===== src/rtl/ooo_read_responder.sv =====
`default_nettype none
// ============================================================================
// Module : ooo_read_responder
// Desc   : AR/R read slave returning one beat per accepted ID, with LFSR-driven
//          delay and out-of-order selection. Read data = ID + DATA_OFFSET.
// Macro  : OOO_RESP_IN_ORDER_EN - return IDs in acceptance order (ID FIFO).
// Rev    : 1.0 - initial release
// ============================================================================
module ooo_read_responder #(
    parameter int          DATA_WIDTH  = 8,
    parameter int          ID_WIDTH    = 4,
    parameter int          DATA_OFFSET = 10,
    parameter int          MAX_DELAY   = 3,
    parameter logic [15:0] LFSR_SEED   = 16'hACE1
) (
    input  logic                  clk,
    input  logic                  rst_n,
    input  logic [ID_WIDTH-1:0]   s_arid_i,
    input  logic                  s_arvalid_i,
    output logic                  s_arready_o,
    output logic [DATA_WIDTH-1:0] s_rdata_o,
    output logic [ID_WIDTH-1:0]   s_rid_o,
    output logic                  s_rvalid_o,
    input  logic                  s_rready_i,
    output logic [ID_WIDTH:0]     pending_cnt_o
);

    localparam int c_DEPTH = 1 << ID_WIDTH;
    localparam int c_CNT_W = (MAX_DELAY > 0) ? $clog2(MAX_DELAY + 1) : 1;

    typedef enum logic [1:0] {
        ST_IDLE  = 2'd0,
        ST_DELAY = 2'd1,
        ST_SEND  = 2'd2
    } state_t;

    state_t                r_state;
    logic [c_DEPTH-1:0]    r_pending;
    logic [ID_WIDTH:0]     r_pending_cnt;
    logic [15:0]           r_lfsr;
    logic [c_CNT_W-1:0]    r_cnt;
    logic                  r_rvalid;
    logic [ID_WIDTH-1:0]   r_rid;
    logic [DATA_WIDTH-1:0] r_rdata;

    logic                  w_ar_fire;
    logic                  w_r_fire;
    logic [c_DEPTH-1:0]    w_set;
    logic [c_DEPTH-1:0]    w_clr;
    logic [c_DEPTH-1:0]    w_pending_next;
    logic [c_CNT_W-1:0]    w_delay_load;
    logic [ID_WIDTH-1:0]   w_sel_id;
    logic [DATA_WIDTH-1:0] w_sel_data;
    logic                  w_lfsr_fb;

    // Ready is held low during reset so no handshake can land on a clearing table
    assign s_arready_o    = rst_n & ~r_pending[s_arid_i];
    assign w_ar_fire      = s_arvalid_i & s_arready_o;
    assign w_r_fire       = r_rvalid & s_rready_i;
    assign w_set          = {{(c_DEPTH-1){1'b0}}, w_ar_fire} << s_arid_i;
    assign w_clr          = {{(c_DEPTH-1){1'b0}}, w_r_fire} << r_rid;
    assign w_pending_next = (r_pending | w_set) & ~w_clr;

    assign w_lfsr_fb    = r_lfsr[15] ^ r_lfsr[13] ^ r_lfsr[12] ^ r_lfsr[10];
    assign w_delay_load = c_CNT_W'(32'(r_lfsr[7:0]) % (MAX_DELAY + 1));
    assign w_sel_data   = DATA_WIDTH'(32'(w_sel_id) + DATA_OFFSET);

`ifdef OOO_RESP_IN_ORDER_EN
    logic [ID_WIDTH-1:0] r_fifo [c_DEPTH];
    logic [ID_WIDTH-1:0] r_wr_ptr;
    logic [ID_WIDTH-1:0] r_rd_ptr;

    // Depth equals the ID space, and each ID is outstanding at most once
    always_ff @(posedge clk) begin
        if (w_ar_fire) begin
            r_fifo[r_wr_ptr] <= s_arid_i;
        end
    end

    always_ff @(posedge clk or negedge rst_n) begin
        if (!rst_n) begin
            r_wr_ptr <= '0;
            r_rd_ptr <= '0;
        end else begin
            if (w_ar_fire) begin
                r_wr_ptr <= r_wr_ptr + 1'b1;
            end
            if (w_r_fire) begin
                r_rd_ptr <= r_rd_ptr + 1'b1;
            end
        end
    end

    assign w_sel_id = r_fifo[r_rd_ptr];
`else
    always_comb begin
        logic                v_found;
        logic [ID_WIDTH-1:0] v_idx;
        w_sel_id = '0;
        v_found  = 1'b0;
        v_idx    = '0;
        for (int i = 0; i < c_DEPTH; i++) begin
            v_idx = r_lfsr[ID_WIDTH-1:0] + ID_WIDTH'(i);
            if (!v_found && r_pending[v_idx]) begin
                w_sel_id = v_idx;
                v_found  = 1'b1;
            end
        end
    end
`endif

    always_ff @(posedge clk or negedge rst_n) begin
        if (!rst_n) begin
            r_state       <= ST_IDLE;
            r_pending     <= '0;
            r_pending_cnt <= '0;
            r_lfsr        <= LFSR_SEED;
            r_cnt         <= '0;
            r_rvalid      <= 1'b0;
            r_rid         <= '0;
            r_rdata       <= '0;
        end else begin
            r_lfsr    <= {r_lfsr[14:0], w_lfsr_fb};
            r_pending <= w_pending_next;
            if (w_ar_fire && !w_r_fire) begin
                r_pending_cnt <= r_pending_cnt + 1'b1;
            end else if (!w_ar_fire && w_r_fire) begin
                r_pending_cnt <= r_pending_cnt - 1'b1;
            end

            case (r_state)
                ST_IDLE: begin
                    if (|r_pending) begin
                        r_cnt   <= w_delay_load;
                        r_state <= ST_DELAY;
                    end
                end
                ST_DELAY: begin
                    if (r_cnt != '0) begin
                        r_cnt <= r_cnt - 1'b1;
                    end else begin
                        r_rid    <= w_sel_id;
                        r_rdata  <= w_sel_data;
                        r_rvalid <= 1'b1;
                        r_state  <= ST_SEND;
                    end
                end
                ST_SEND: begin
                    if (w_r_fire) begin
                        r_rvalid <= 1'b0;
                        if (|w_pending_next) begin
                            r_cnt   <= w_delay_load;
                            r_state <= ST_DELAY;
                        end else begin
                            r_state <= ST_IDLE;
                        end
                    end
                end
                default: r_state <= ST_IDLE;
            endcase
        end
    end

    assign s_rvalid_o    = r_rvalid;
    assign s_rid_o       = r_rid;
    assign s_rdata_o     = r_rdata;
    assign pending_cnt_o = r_pending_cnt;

endmodule
`default_nettype wire


===== config.mk =====
export PLATFORM = sky130hd
export DESIGN_NAME = ooo_read_responder
export DESIGN_NICKNAME = d
export VERILOG_FILES = /design/src/rtl/ooo_read_responder.sv
export SDC_FILE = /design/constraint.sdc
export NUM_CORES = 1
export LEC_CHECK = 0
export BUFFER_PORTS_ARGS = -buffer_cell sky130_fd_sc_hd__clkbuf_2
export CAP_MARGIN = 20
export CORE_MARGIN = 2
export CORE_UTILIZATION = 45
export DETAILED_ROUTE_END_ITERATION = 6
export PLACE_DENSITY_LB_ADDON = 0.08
export SLEW_MARGIN = 30
export SYNTH_ARGS = -nofsm -noshare
export SYNTH_HDL_FRONTEND = slang
export SYNTH_SLANG_ARGS = --single-unit

===== constraint.sdc =====
create_clock -name clk -period 5.96 [get_ports clk]
set_clock_uncertainty 0.15 [all_clocks]
set_input_delay 0.596 -clock clk [delete_from_list [all_inputs] [get_ports clk]]
set_output_delay 0.596 -clock clk [all_outputs]
set_load 0.03 [all_outputs]

Yosys cells after proc, flatten, opt, wreduce, memory -nomap -nowiden
Cells that the tools add are included.
- register bits after elaboration: 54
- bits of input ports: 8
- output and inout port bits: 19
- word-level logic and storage cells: 189
- $add $sub $neg: 19
- magnitude comparators: 17
- equality and inequality tests: 7
- shift operators: 2
- multiplexer cells: 80
- bitwise operators: 11
- reductions and logical operators: 45
- operators with widths (operator ; count):
    < comparator 4 x 5 -> 1 bit (second input constant) ; 17
    binary-select mux 1 bit (select 4 bit) ; 17
    2-to-1 mux 4 bit ; 16
    2-to-1 mux 1 bit ; 35
    adder 4 bit (second input constant) ; 8
    OR reduction 16 bit ; 2
    << shifter 1 x 4 -> 16 bit ; 2
    logical AND 1 bit ; 17
    zero test 1 bit ; 17
    adder 4 x 3 -> 4 bit (second input constant) ; 4
    AND 16 bit ; 1
    inverter 16 bit ; 1
    bitwise OR 16 bit ; 1
    2-to-1 mux 2 bit ; 7
    one-hot mux 2 bit (3 select lines) ; 2
    2-to-1 mux 5 bit ; 2
    != test 2 bit (second input constant) ; 5
    adder 4 x 2 -> 4 bit (second input constant) ; 2
    AND reduction 3 bit ; 2
    nonzero test 2 bit ; 3
    adder 4 x 4 -> 5 bit (second input constant) ; 1
    adder 5 x 1 -> 5 bit (second input constant) ; 1
    AND reduction 5 bit ; 1
    subtractor 5 x 1 -> 5 bit (second input constant) ; 1
    11 further kinds ; 16

Logic depth before layout (Yosys ltp)
Gate-level depths: netlist (run 1).
- word-level depth: 49
- gate-level depth with buffers: 18
- mapped depth without buffers: 13

Worst setup path before layout (run 1)
OpenSTA, ideal clock, no wires.
- kind: flip-flop to flip-flop
- start: register r_lfsr[0]
- end: register r_rdata[3] (netlist: s_rdata_o[3])
- arrival: 4.959 ns
- required time: 5.728 ns
- path slack: 0.769 ns
- cell stages (with the launch flop): 19
- buffers on the path: 5
- cell sequence: dfstp_2 buf_4 buf_6 clkbuf_1 inv_2 ha_1 buf_2 buf_1 mux4_2 mux2_2 mux2_2 nor4b_1 nand2_1 a2111oi_0 a21o_1 inv_2 ha_1 or3_1 a31oi_1
- cells in the longest elaborated chain, start to end: 49
- RTL lines (what ; line ; source):
    start: declaration ; 40 ; logic [15:0] r_lfsr;
    start signal: assignment ; 123 ; r_lfsr <= {r_lfsr[14:0], w_lfsr_fb};
    branches (longest 47 deep; another with adder 4 x 1 -> 4 bit) ; n/a ;
    2-to-1 mux 4 bit * ; 104 ; if (!v_found && r_pending[v_idx]) begin
    adder 4 x 4 -> 5 bit * ; 66 ; assign w_sel_data = DATA_WIDTH'(32'(w_sel_id) + DATA_OFFSET);
    end signal: assignment ; 143 ; r_rdata <= w_sel_data;
    end: declaration ; 44 ; logic [DATA_WIDTH-1:0] r_rdata;
Every way passes the cells marked *. The select of a mux whose other input is x is not followed.
A chain may end at the register's enable or synchronous reset.

Final worst setup path (run 1)
- start: register r_lfsr[2]
- end: register r_rdata[3] (netlist: s_rdata_o[3])
- cells in the longest elaborated chain, start to end: 49
- RTL lines (what ; line ; source):
    branches (longest 47 deep; another with adder 4 x 1 -> 4 bit) ; n/a ;
    2-to-1 mux 4 bit * ; 104 ;
    named net w_sel_id[2] ; 52 ; logic [ID_WIDTH-1:0] w_sel_id;
    adder 4 x 4 -> 5 bit * ; 66 ;
Mark *: on every way through the listed nets, which the timed path passes. The select of a mux whose other input is x is not followed.

==> results.md, run 1 <==
- The synthesis-to-layout area growth is 7.194%.
- The detailed router placed around 4200 vias in this run.
- The data arrival time of the critical path is between 5 and 6 ns.
- The time the worst path needs with I/O delays and setup is roughly 5.2 ns.
- The first global-routing pass estimated 22890 um of wire.
- The most critical setup path has its endpoint at s_rdata_o[3].
- By area, the combinational part of the netlist is dominated by multiplexers.
- For this block, wires on met1 add up to ~6000 um.
- After clock tree synthesis, the clock-pin slew on the worst setup and hold paths is about 0.10 ns.
- Entering global routing, the biggest net connects 54 pins.
- The final setup TNS is 0 ns.
- The category of the most critical setup path is flip-flop to flip-flop.
- The detail-routed via count per cell is between 6 and 7.
- Across the VDD grid, the largest voltage drop is around 0.23 mV.
- Sequential cells burn 34.6% of the power.
- The depth of the worst register-to-register path is 12.
- The required time at the worst-slack endpoint is roughly 6 ns.
- The reg-to-reg critical path startpoint is r_lfsr[2].
- The core footprint is around 0.010 mm^2.
- During placement, the flow inserted port buffers numbering 23.
- In the final design database the tool counted ~530 nets.
- The number of buffers added by the clock tree synthesis step is 5.
- The top-area cell type share of the netlist area is 22.22%.
- The depth of the CTS H-tree is 2.
- The worst setup path is launched from a flip-flop.
- The maximum fanout along the worst path is 21.
- Summed over all layers, the global routing overflow is 0.
- The share of the cycle needed by the critical path after routing is just under 90%.
- After synthesis, the mean cell area works out to 9.694 um^2.
- The total of cells resized after clock tree synthesis is 0.
- The biggest area consumer among synthesized cells is dfrtp_1.
- The routed length per placed instance is ~22 um.
- The switching share of power is a little over two fifths.
- In the global route stage, overall resource usage came out at between 20% and 30%.
- The post-detailed-placement half-perimeter wirelength is between 10000 and 15000 um.
- For this block, the initial DRC count from the detailed router was about 370.
- The initial core utilization is 46.03%.
- In the synthesized netlist the async set-or-reset flop fraction comes to between 90% and 100%.
- Of the synthesized area, sequential elements account for approximately a quarter.
- The run finished with clean final reports.
- The worst min-delay path class is flip-flop to flip-flop.
- The later pin in the worst-skew pair is clocked with a latency of slightly above 0.3 ns.
- The number of standard cells in the layout, taps in and fillers out is 640.
- After synthesis the netlist holds a flip-flop and latch count of 50.
- The number of warnings issued by yosys is 0.
- In this run the deepest clock path goes through 2 buffers.
- For the pin with the worst max-slew slack, the measured transition is ~0.86 ns.
- Setup repair after global routing left no endpoint under its margin.
- The number of antenna violations at the first check in global routing was 0.
- After clock tree synthesis, the flow added hold-fix buffers numbering 0.
- Per report_power, the combinational group accounts for 48.1% of the total.
- The top layer used by detailed routing is met4.
- The post-synthesis cell count is 488.
- The adder-cell share of the synthesized area is 3.861%.
- After detailed routing, the met3 layer carries 835 um of wire.
- The floorplan has 37 rows.
- The most used flip-flop cell after synthesis is dfrtp_1.
- The clock network accounts for about 17% of the total power.
- The number of hold-slack violations in the final timing report is 0.
- The synthesized netlist occupies a cell area of roughly 0.0047 mm^2.
- The synthesized netlist devotes ~16% of its cell area to simple gates.
- For this run, the detailed router's first-pass iteration total came to 5.
- The headroom to the max-slew limit is approximately two fifths.
- The xor and xnor fraction of the mapped netlist area is between 3 and 4%.
- In this run the power spent charging and discharging nets is between 600 and 700 uW.
- The root buffer cell chosen for the clock tree is clkbuf_8.
- Summing the areas of all compound-gate instances in the mapped netlist gives between 10% and 20% of the synthesized area.
- The worst register-to-register path ends at s_rdata_o[3].
- The final layout contains routed wiring with a total length of approximately 14000 um.
- Counting distinct cell types in the post-synthesis netlist gives 75.
- The amount of wire on met2 after detailed routing is between 6000 and 7000 um.
- 27 I/O pins were placed.
- The setup check on the worst reg-to-reg path leaves a slack of approximately 0.75 ns.
- The die outline area is 0.01135 mm^2.
- STA classifies the critical path endpoint as a flip-flop.
- Max-cap violations in this run came to 0.
- The number of pins with negative max-slew slack in the final report is 0.
- In the routed design, unresolved DRC markers number 0.
- The number of global-route vias before repair is around 4100.
- The portion of netlist area occupied by mux cells is approximately 28%.
- Routability-driven placement finished with a final weighted congestion of 0.9568.
- The highest clock frequency the design can meet is between 0.15 and 0.2 GHz.
- Measured along the y axis, the die boundary spans around 110 um.
- Measured along the x axis, the die boundary spans 106.5 um.
- The antenna diode instance count is 0.
- The number of antenna-violating nets in the routed design is 0.
- Sorting the synthesized cells by area gives the leading types as dfrtp_1 (22%), mux4_2 (17%), mux2i_1 (6.1%).
- The synthesized design contains 0 enable-type register cells.
- The post-route netlist has 22.02% of its cells at a drive strength greater than 1.
- The static leakage power is roughly 0.0021 uW.
- Counting the fill cells in the layout gives ~1000.
- The number of setup violations in the final report is 0.
- Counting tap cells, the placed design contains a total of approximately 630 instances.
- The first element of the critical path is r_lfsr[2].
- The internal cell power is 816.0 uW.
- Counting every sink on the clock net gives 50.
- Buffers added to address setup during post-CTS repair amount to 0.
- The clock tree from TritonCTS is done.
- The power per cell area is 285.7 mW/mm^2.
==> cell type report <==
| cell class | instances | area, um^2 | area share, % |
|---|---|---|---|
| multi-input cells | 393 | 3268 | 64.45 |
| flip-flops and latches | 50 | 1261 | 24.87 |
| well taps | 136 | 170.2 | 3.356 |
| repair buffers | 30 | 167.7 | 3.306 |
| inverters | 23 | 86.33 | 1.702 |
| clock buffers | 5 | 68.82 | 1.357 |
| clock inverters | 3 | 48.80 | 0.9623 |
==> synth_stat cells (5+ instances only) <==
cell type,instances
a21oi_1,25
a2bb2oi_1,12
a311oi_1,5
a31oi_1,12
and2_1,5
buf_4,6
clkbuf_1,12
dfrtp_1,42
dfstp_2,8
ha_1,13
inv_1,17
inv_2,5
mux2_2,16
mux2i_1,29
mux4_2,36
nand2_1,40
nand3_1,9
nor2_1,39
nor2b_1,6
nor3_1,13
nor4_1,13
o211ai_1,5
o21ai_0,20
o21ai_1,5
xnor2_1,12
xor2_1,7
==> power by group through the flow <==
stage          combinational (uW)  clock, uW  sequential [uW]
6_report                      697        250              501
5_1_grt                       769        272              506
4_1_cts                       688        259              496
3_5_place_dp                  685          0              503
3_3_place_gp                  683          0              502
2_1_floorplan                 493          0              485
==> worst min path at each step <==
stage | startpoint | end | cells past startpoint
6_report | r_lfsr[14] | r_lfsr[15] | 0
4_1_cts | r_lfsr[14] | r_lfsr[15] | 0
3_3_place_gp | r_lfsr[9] | r_lfsr[10] | 0
2_1_floorplan | rst_n | pending_cnt_o[0] | 0
3_5_place_dp | r_lfsr[8] | r_lfsr[9] | 0
5_1_grt | r_lfsr[6] | r_lfsr[7] | 0
==> per-layer routing <==
metal / up-vias / track usage (%)
li1: 1916 / -
met1: 2082 / 36.00
met2: 180 / 41.21
met3: 32 / 3.556
met4: 0 / 9.647
met5: - / 0
==> cells in the final DEF (no fill, tap or decap), drive strengths merged, types with 3 or more instances in the layout <==
cell type / instances
and2: 5
a31oi: 12
nor2b: 6
mux2i: 29
ha: 13
o21ai: 25
xor2: 7
xnor2: 12
or4: 3
mux4: 36
a21o: 3
nor3: 13
conb: 3
a2bb2oi: 12
clkbuf: 28
mux2: 18
or2: 5
a211oi: 3
nand3: 9
dfstp: 8
a21boi: 3
a311oi: 5
a21oi: 25
buf: 7
nor2: 39
nor4: 14
o211ai: 5
inv: 23
nand4: 3
or3: 3
dfrtp: 42
a31o: 3
o32a: 3
nand2: 40
==> state kept, by name, summed over array words and instances (netlist names) <==
register,count
pending_cnt_o,5
r_cnt,2
r_lfsr,16
r_pending,16
r_state,2
s_rdata_o,4
s_rid_o,4
s_rvalid_o,1
==> logic make-up after synthesis <==
| group | after synthesis |
|---|---|
| fa+ha+maj | 14 |
| xor+xnor | 19 |
| compound gates | 126 |
| flops | 50 |
| buf+inv | 47 |
| mux | 83 |
| simple gates | 148 |
| other cells | 1 |
==> metrics by stage <==
step / power [uW] / hold WS [ns] / worst slack, ns / utilization (%) / cell area (um^2)
2_1_floorplan: 978.2 / 0.1504 / 0.7688 / - / 4738
3_3_place_gp: 1185 / 0.1869 / 1.010 / 48.20 / 4954
3_5_place_dp: 1188 / 0.1880 / 0.8978 / 48.20 / 4954
4_1_cts: 1443 / 0.2136 / 0.8625 / 49.34 / 5071
5_1_grt: 1547 / 0.2246 / 0.3516 / 49.34 / 5071
6_report: 1449 / 0.2112 / 0.7456 / 49.34 / 5071
==> critical path, cell delays in order, from the launching register on <==
cell      delay (ns)
dfrtp_1         0.76
inv_1           0.46
ha_1            0.81
mux4_2          0.57
mux2i_1         0.40
mux2i_1         0.23
a311oi_1        0.41
o32ai_1         0.13
o21ai_1         0.26
nand3_1         0.18
ha_1            0.23
or3_1           0.36
a31oi_1         0.16
Power figures use the tool's default switching activity.
==> run 2, diff against run 1 <==
ABC_AREA = 1   (was not set)
==> results.md, run 2 <==
- The run finished with clean final reports.
- The global router's overall resource usage was 25.65% (-0.19 points).
- The sequential fraction of the synthesis area is 30.03% (+3.4 points).
- The portion of total power attributed to combinational logic is 59.2% (+11 points).
- The sort of element at the start of the critical path is a flip-flop.
- The first-pass GRT wire length is 20390 um (-11%).
- The share of the cycle needed by the critical path after routing is 78.81% (-8.7 points).
- The insertion delay to the later sink of the worst-skew pair is 0.30 ns (about the same).
- The biggest area consumer among synthesized cells is dfrtp_1.
- The worst slack on hold paths was 0.2074 ns (-0.003729 ns).
- The number of antenna violations at the first check in global routing is 0 (unchanged).
- The number of global-route vias before repair was 4097 (+0.64%).
- The switching share of power came to 52.74% (+9.1 points).
- The maximum fanout along the worst path is 25 (+19%).
- The top cell types in the final layout, fill and taps aside, are nand2_1 (175), nand3_1 (129), inv_1 (83).
- Among all flip-flop cells after synthesis, the most frequent one is dfrtp_1.
- The cell with the most instances after synthesis is nand2_1.
- The die outline area is 0.01012 mm^2 (-11%).
- The headroom to the max-slew limit was 46.88% (+5.8 points).
- The net count of the finished layout was 685 (+30%).
- The fraction of layout instances using a drive strength above 1 was 9.639% (-12 points).
- The power per cell area is 407.8 mW/mm^2 (+43%).
- The number of buffers added by the clock tree synthesis step came to 5 (unchanged).
- The total placed instance area came to 0.004368 mm^2 (-12%).
- The number of setup violations in the final report is 0 (unchanged).
- The number of buffer cells added on primary ports is 23 (unchanged).
- The post-detailed-placement half-perimeter wirelength was 9636 um (-5.3%).
- Compared with the post-synthesis result, the final layout area differs by 6.047%.
- The register-to-register setup slack is 1.26 ns (+0.52 ns).
- The sequential power share is 30.2% (-4.4 points).
- The die span in y is 100.6 um (-5.6%).
- TritonCTS built the clock tree.
- The family of cells with the greatest summed delay on the critical path is simple AND/OR/NAND/NOR gates.
- The internal cell power came to 858.3 uW (+5.2%).
- By count the netlist is led by nand2_1 (175), nand3_1 (129), inv_1 (83).
- The number of hold-slack violations in the final timing report is 0 (unchanged).
- The number of DRC violations after detailed-routing iteration 0 is 401 (+7.5%).
- The antenna diode instance count is 0 (unchanged).
- The number of distinct library cells after synthesis is 41 (-45%).
- The post-detailed-routing wire length is 12300 um (-11%).
- The highest-delay cell along the critical path is dfstp_2.
- The peak per-stage delay on the critical path is 0.83 ns (+0.02 ns).
- The worst min-delay path class is flip-flop to flip-flop.
- The switching power summed over all nets was 958.0 uW (+51%).
- Setup repair after global routing left no endpoint under its margin.
- By area the synthesized netlist is led by dfrtp_1 (25%), nand2_1 (16%), nand3_1 (15%).
- The clock sink count is 50 (unchanged).
- The number of antenna-violating nets in the routed design is 0 (unchanged).
- The clock-pin slew of the registers on the worst-case setup and hold paths is 0.09 ns (about the same).
- The row count is 35 (-5.4%).
- The final design area excluding fillers was 0.004454 mm^2 (-12%).
- The final setup TNS is 0 ns (unchanged).
- The number of pins with negative max-slew slack in the final report came to 0 (unchanged).
- The routability-driven placement congestion ratio is 0.9912 (+3.6%).
- The required time at the worst-slack endpoint is 6.00 ns (-0.04 ns).
- The routed length per placed instance is 15.87 um (-27%).
- The worst setup path is captured at a flip-flop.
- The time the worst path needs with I/O delays and setup was 4.697 ns (-0.5176 ns).
- The pin count of the biggest net entering global routing is 52 (-3.7%).
- In this design, the critical path's most frequently occurring cell is nand2_1.
- The count of state elements after synthesis is 50 (unchanged).
- The post-synthesis cell count is 647 (+33%).
- The top-area cell type share of the netlist area is 25.02% (+2.8 points).
- The horizontal die dimension came to 100.6 um (-5.6%).
- The depth of the CTS H-tree came to 2 (unchanged).
- The total of cells resized after clock tree synthesis is 0 (unchanged).
- The clock network power share was 10.7% (-6.6 points).
- The clock root buffer is clkbuf_8.
- The synthesized area per cell is 6.492 um^2 (-33%).
- The fraction of synthesis flops using an asynchronous set or reset pin is 100.0% (unchanged).
- The total of hold buffers inserted after clock tree synthesis is 0 (unchanged).
- The number of iterations in the first detailed-routing pass was 5 (unchanged).
- The number of warnings issued by yosys is 0 (unchanged).
- The deepest clock path buffer count came to 2 (unchanged).
- The number of flops mapped to enable cells by yosys is 0 (unchanged).
- The data arrival time of the critical path is 4.73 ns (-0.57 ns).
- The post-route DRC violation count was 0 (unchanged).
- The count of boundary I/O pins is 27 (unchanged).
- The total via count after detailed routing is 4257 (+1.1%).
- The core footprint is 0.009153 mm^2 (-11%).
- The count of buffers added by post-CTS timing repair for setup is 0 (unchanged).
- The number of max-cap violations was 0 (unchanged).
- The maximum ir drop on the vdd rail came to 0.2375 mV (+3.7%).
- The static leakage power is 0.002358 uW (+14%).
- The slew at the pin closest to its max-slew limit is 0.7967 ns (-0.06230 ns).
- The highest clock frequency the design can meet is 0.2129 GHz (+11%).
- The library cell used most frequently in the layout, excluding fill and tap cells, is nand2_1.
- The number of buffer and inverter stages on the critical path came to 4 (+3).
- The initial core utilization is 45.89% (-0.14 points).
- The cell area after technology mapping was 0.004200 mm^2 (-11%).
- The category of the most critical setup path is flip-flop to flip-flop.
- The detail-routed via count per cell is 5.493 (-16%).
- The sum of overflow across all layers after global routing is 0 (unchanged).
[run 2: cell types whose count changed in the layout (fill, tap and decap cells not counted), moves of 12 or more]
cell / before / now
a2bb2oi_1: 12 / 0
nand3_1: 9 / 129
nand2_1: 40 / 175
mux2i_1: 29 / 0
inv_1: 17 / 83
mux4_2: 36 / 0
mux2_2: 16 / 0
[run 2: power groups by stage]
stage	registers, uW	clock network [uW]	logic, uW
finish	548	194	1070
global route	561	216	1230
floorplan	602	0	735
global placement	552	0	1060
detailed placement	554	0	1070
CTS	547	203	1070
[run 2: worst paths after layout]
| check | from | end | cells after the start |
|---|---|---|---|
| hold reg to reg | r_lfsr[4] | r_lfsr[5] | 0 |
| hold / removal | r_lfsr[4] | r_lfsr[5] | 0 |
| setup reg to reg | r_lfsr[0] | s_rdata_o[3] | 25 |
| min in group asynchronous | rst_n | r_cnt[0] | 2 |
| max in group asynchronous | rst_n | r_pending[15] | 2 |
| setup / recovery | r_lfsr[0] | s_rdata_o[3] | 25 |
[run 2: logic make-up (layout without fill, tap and decap cells)]
family                     count (synthesis)  in the layout  synth area share (%)
and+or+nand+nor                          394            394                 42.84
DFF                                       50             50                 30.03
adders and majority gates                 14             14                 4.349
AOI/OAI and AO/OA                         67             67                 8.967
xor gates and xnor gates                  14             14                 3.098
other                                      1              3               0.08928
buffers and inverters                    107            122                 10.63
[run 2: layer usage]
metal	share of wire, %	up-vias	global-route usage, %
met5	0	-	0
met3	4.1	26	3.259
met4	3.0	0	9.484
li1	-	2143	-
met1	45	1939	33.01
met2	48	149	44.00
[run 2: through the flow]
step / util, % / setup WS (ns) / cells / total power, uW
6_report: 48.67 / 1.263 / 775 / 1816
5_1_grt: 48.67 / 0.7793 / 775 / 2008
4_1_cts: 48.67 / 1.278 / 775 / 1821
3_5_place_dp: 47.72 / 1.322 / 767 / 1620
3_3_place_gp: 47.72 / 1.462 / 767 / 1611
2_1_floorplan: - / 2.350 / 649 / 1337
[run 2: cell type report]
type | instances | area (um^2)
Clock inverter | 2 | 13.76
Multi-Input combinational cell | 492 | 2500
Tap cell | 111 | 138.9
Fill cell | 943 | 4698
Timing Repair Buffer | 26 | 137.6
Inverter | 88 | 330.3
Clock buffer | 6 | 72.57
Sequential cell | 50 | 1261
==> run 3, diff against run 2 <==
clock period = 4.2 ns   (was 5.96 ns; I/O delays follow)
==> results.md, run 3 (same netlist as run 2, synthesis figures left out) <==
- The number of DRC violations after detailed-routing iteration 0 is 232 (-42%).
- The worst-case setup slack after placement is 0.2384 ns (-1.084 ns).
- Leaving out fill and tap cells, the most frequent cells in the layout are nand2_1 (175), nand3_1 (129), inv_1 (81).
- The horizontal die dimension is 100.6 um (unchanged).
- The headroom to the max-slew limit was 47.98% (+1.1 points).
- The number of setup violations in the final report is 0 (unchanged).
- The data arrival time of the critical path is 3.87 ns (-0.86 ns).
- The maximum ir drop on the vdd rail is 0.3375 mV (+42%).
- The sort of element at the start of the critical path is a flip-flop.
- The highest clock frequency the design can meet is 0.2615 GHz (+23%).
- The final setup TNS came to 0 ns (unchanged).
- The post-route DRC violation count is 0 (unchanged).
- The flow ran to the end, and the final reports show no timing, DRC or antenna violations.
- The total via count after detailed routing is 4311 (+1.3%).
- The row count is 35 (unchanged).
- The global router's overall resource usage is 25.28% (-0.37 points).
- The maximum fanout along the worst path came to 12 (-52%).
- The number of global-route vias before repair is 4202 (+2.6%).
- The number of antenna-violating nets in the routed design is 0 (unchanged).
- The time the worst path needs with I/O delays and setup was 3.824 ns (-0.8730 ns).
- The number of pins with negative max-slew slack in the final report came to 0 (unchanged).
- The cell type with the highest occurrence count on the critical path is nand2_1.
- The reg-to-reg critical path startpoint is r_lfsr[0].
- The depth of the CTS H-tree was 2 (unchanged).
- The number of buffer and inverter stages on the critical path is 4 (unchanged).
- The area growth from synthesis to layout is 9.264%.
- The die outline area came to 0.01012 mm^2 (unchanged).
- The family of cells with the greatest summed delay on the critical path is simple AND/OR/NAND/NOR gates.
- The capture instance of the worst register-to-register path is s_rdata_o[3].
- The insertion delay to the later sink of the worst-skew pair came to 0.30 ns (about the same).
- Leaving out fill and tap cells, the most frequent cell in the layout is nand2_1.
- The deepest clock path buffer count is 2 (unchanged).
- The critical path capture point type is a flip-flop.
- The die span in y is 100.6 um (unchanged).
- The sum of overflow across all layers after global routing is 0 (unchanged).
- The required time at the worst-slack endpoint came to 4.24 ns (-1.76 ns).
- Setup repair after global routing left no endpoint under its margin.
- The number of iterations in the first detailed-routing pass was 5 (unchanged).
- The routability-driven placement congestion ratio is 0.9945 (+0.33%).
- The total of hold buffers inserted after clock tree synthesis is 0 (unchanged).
- The critical path in this run is classified as flip-flop to flip-flop.
- The count of boundary I/O pins is 27 (unchanged).
- The root buffer cell chosen for the clock tree is clkbuf_8.
- The core footprint is 0.009153 mm^2 (unchanged).
- The power per cell area is 565.0 mW/mm^2 (+39%).
- The detail-routed via count per cell is 5.457 (-0.65%).
- The clock-pin slew of the registers on the worst-case setup and hold paths is 0.09 ns (about the same).
- The first-pass GRT wire length is 20300 um (-0.44%).
- The filler cell count is 971 (+3.0%).
- The post-detailed-routing wire length is 12250 um (-0.37%).
- The net count of the finished layout is 700 (+2.2%).
- The number of buffer cells added on primary ports is 23 (unchanged).
- The number of hold-slack violations in the final timing report was 0 (unchanged).
- The static leakage power came to 0.002432 uW (+3.1%).
- The antenna diode instance count is 0 (unchanged).
- The register-to-register setup slack is 0.38 ns (-0.89 ns).
- The highest-delay cell along the critical path is dfstp_2.
- The depth of the worst register-to-register path is 25 (unchanged).
- The number of buffers added by the clock tree synthesis step came to 5 (unchanged).
- The clock tree from TritonCTS is done.
- The routed length per placed instance came to 15.51 um (-2.3%).
- The pin count of the biggest net entering global routing is 51 (-1.9%).
- The slew at the pin closest to its max-slew limit is 0.7774 ns (-0.01935 ns).
- The final worst slack is 0.3761 ns (-0.8870 ns).
- The fraction of layout instances using a drive strength above 1 is 12.22% (+2.6 points).
- The number of max-cap violations was 0 (unchanged).
- The initial core utilization is 45.89% (unchanged).
- The share of the cycle needed by the critical path after routing is 91.04% (+12 points).
- The number of antenna violations at the first check in global routing is 0 (unchanged).
- The post-detailed-placement half-perimeter wirelength is 9616 um (-0.21%).
- The peak per-stage delay on the critical path is 0.62 ns (-0.21 ns).
- The tightest min-delay check is of the primary input to async pin type.
- The clock sink count is 50 (unchanged).
[run 3: changes by cell type in the layout (fill, tap and decap cells not counted)]
| cell | before | now |
|---|---|---|
| clkinv_4 | 1 | 0 |
| clkinv_2 | 1 | 0 |
| inv_6 | 0 | 1 |
| buf_4 | 3 | 18 |
| inv_1 | 83 | 81 |
| clkbuf_1 | 1 | 0 |
| ha_2 | 0 | 1 |
| clkbuf_8 | 5 | 6 |
| ha_1 | 13 | 12 |
| clkinvlp_4 | 0 | 3 |
[run 3: timing repair]
item,4_1_cts,5_1_grt
endpoints found under the setup margin,0,2
gates resized for setup,0,3
setup buffers,0,8
[run 3: how the worst max path moves through the flow]
stage	from	end	slack [ns]	cells after the start
floorplan	r_lfsr[0]	s_rdata_o[3]	0.59	27
global placement	r_lfsr[0]	s_rdata_o[3]	0.40	25
detailed placement	r_lfsr[0]	s_rdata_o[3]	0.24	25
CTS	r_lfsr[0]	s_rdata_o[3]	0.22	25
global route	r_lfsr[2]	s_rdata_o[3]	0.02	22
finish	r_lfsr[0]	s_rdata_o[3]	0.38	25
[run 3: worst register-to-register path, delay by kind of cell, from the launching register on]
kind	cells	cell delay, ns
adders and majority gates	2	0.55
buffers and inverters	4	0.42
DFF	1	0.62
and+or+nand+nor	19	1.96
[run 3: final cells by class]
| cell class | count | area (um^2) | area share [%] |
|---|---|---|---|
| Timing Repair Buffer | 41 | 250.2 | 5.453 |
| Clock inverter | 2 | 16.27 | 0.3544 |
| Sequential cell | 50 | 1261 | 27.48 |
| Multi-Input combinational cell | 492 | 2502 | 54.53 |
| Clock buffer | 6 | 82.58 | 1.799 |
| Inverter | 88 | 337.8 | 7.361 |
| Tap cell | 111 | 138.9 | 3.026 |
[run 3: metal layers]
layer	up-vias	share of wire (%)	global-route usage [%]
met5	-	0	0
met1	1970	45	33.55
met4	0	3.3	11.17
li1	2170	-	-
met3	25	5.2	2.497
met2	146	47	41.79
[run 3: per-stage QoR]
stage	cell area [um^2]	util, %	total power, uW	hold WS, ns	std cells
floorplan	4208	-	1897	-0.02559	649
global placement	4420	48.30	2273	0.1888	774
detailed placement	4420	48.30	2289	0.1863	774
CTS	4519	49.38	2597	0.1815	782
global route	4589	50.14	2848	0.2195	790
finish	4589	50.14	2593	0.1656	790
[run 3: where the power goes]
part	internal [uW]	switching, uW
clock network	136	160
registers	621	162
logic	479	1040
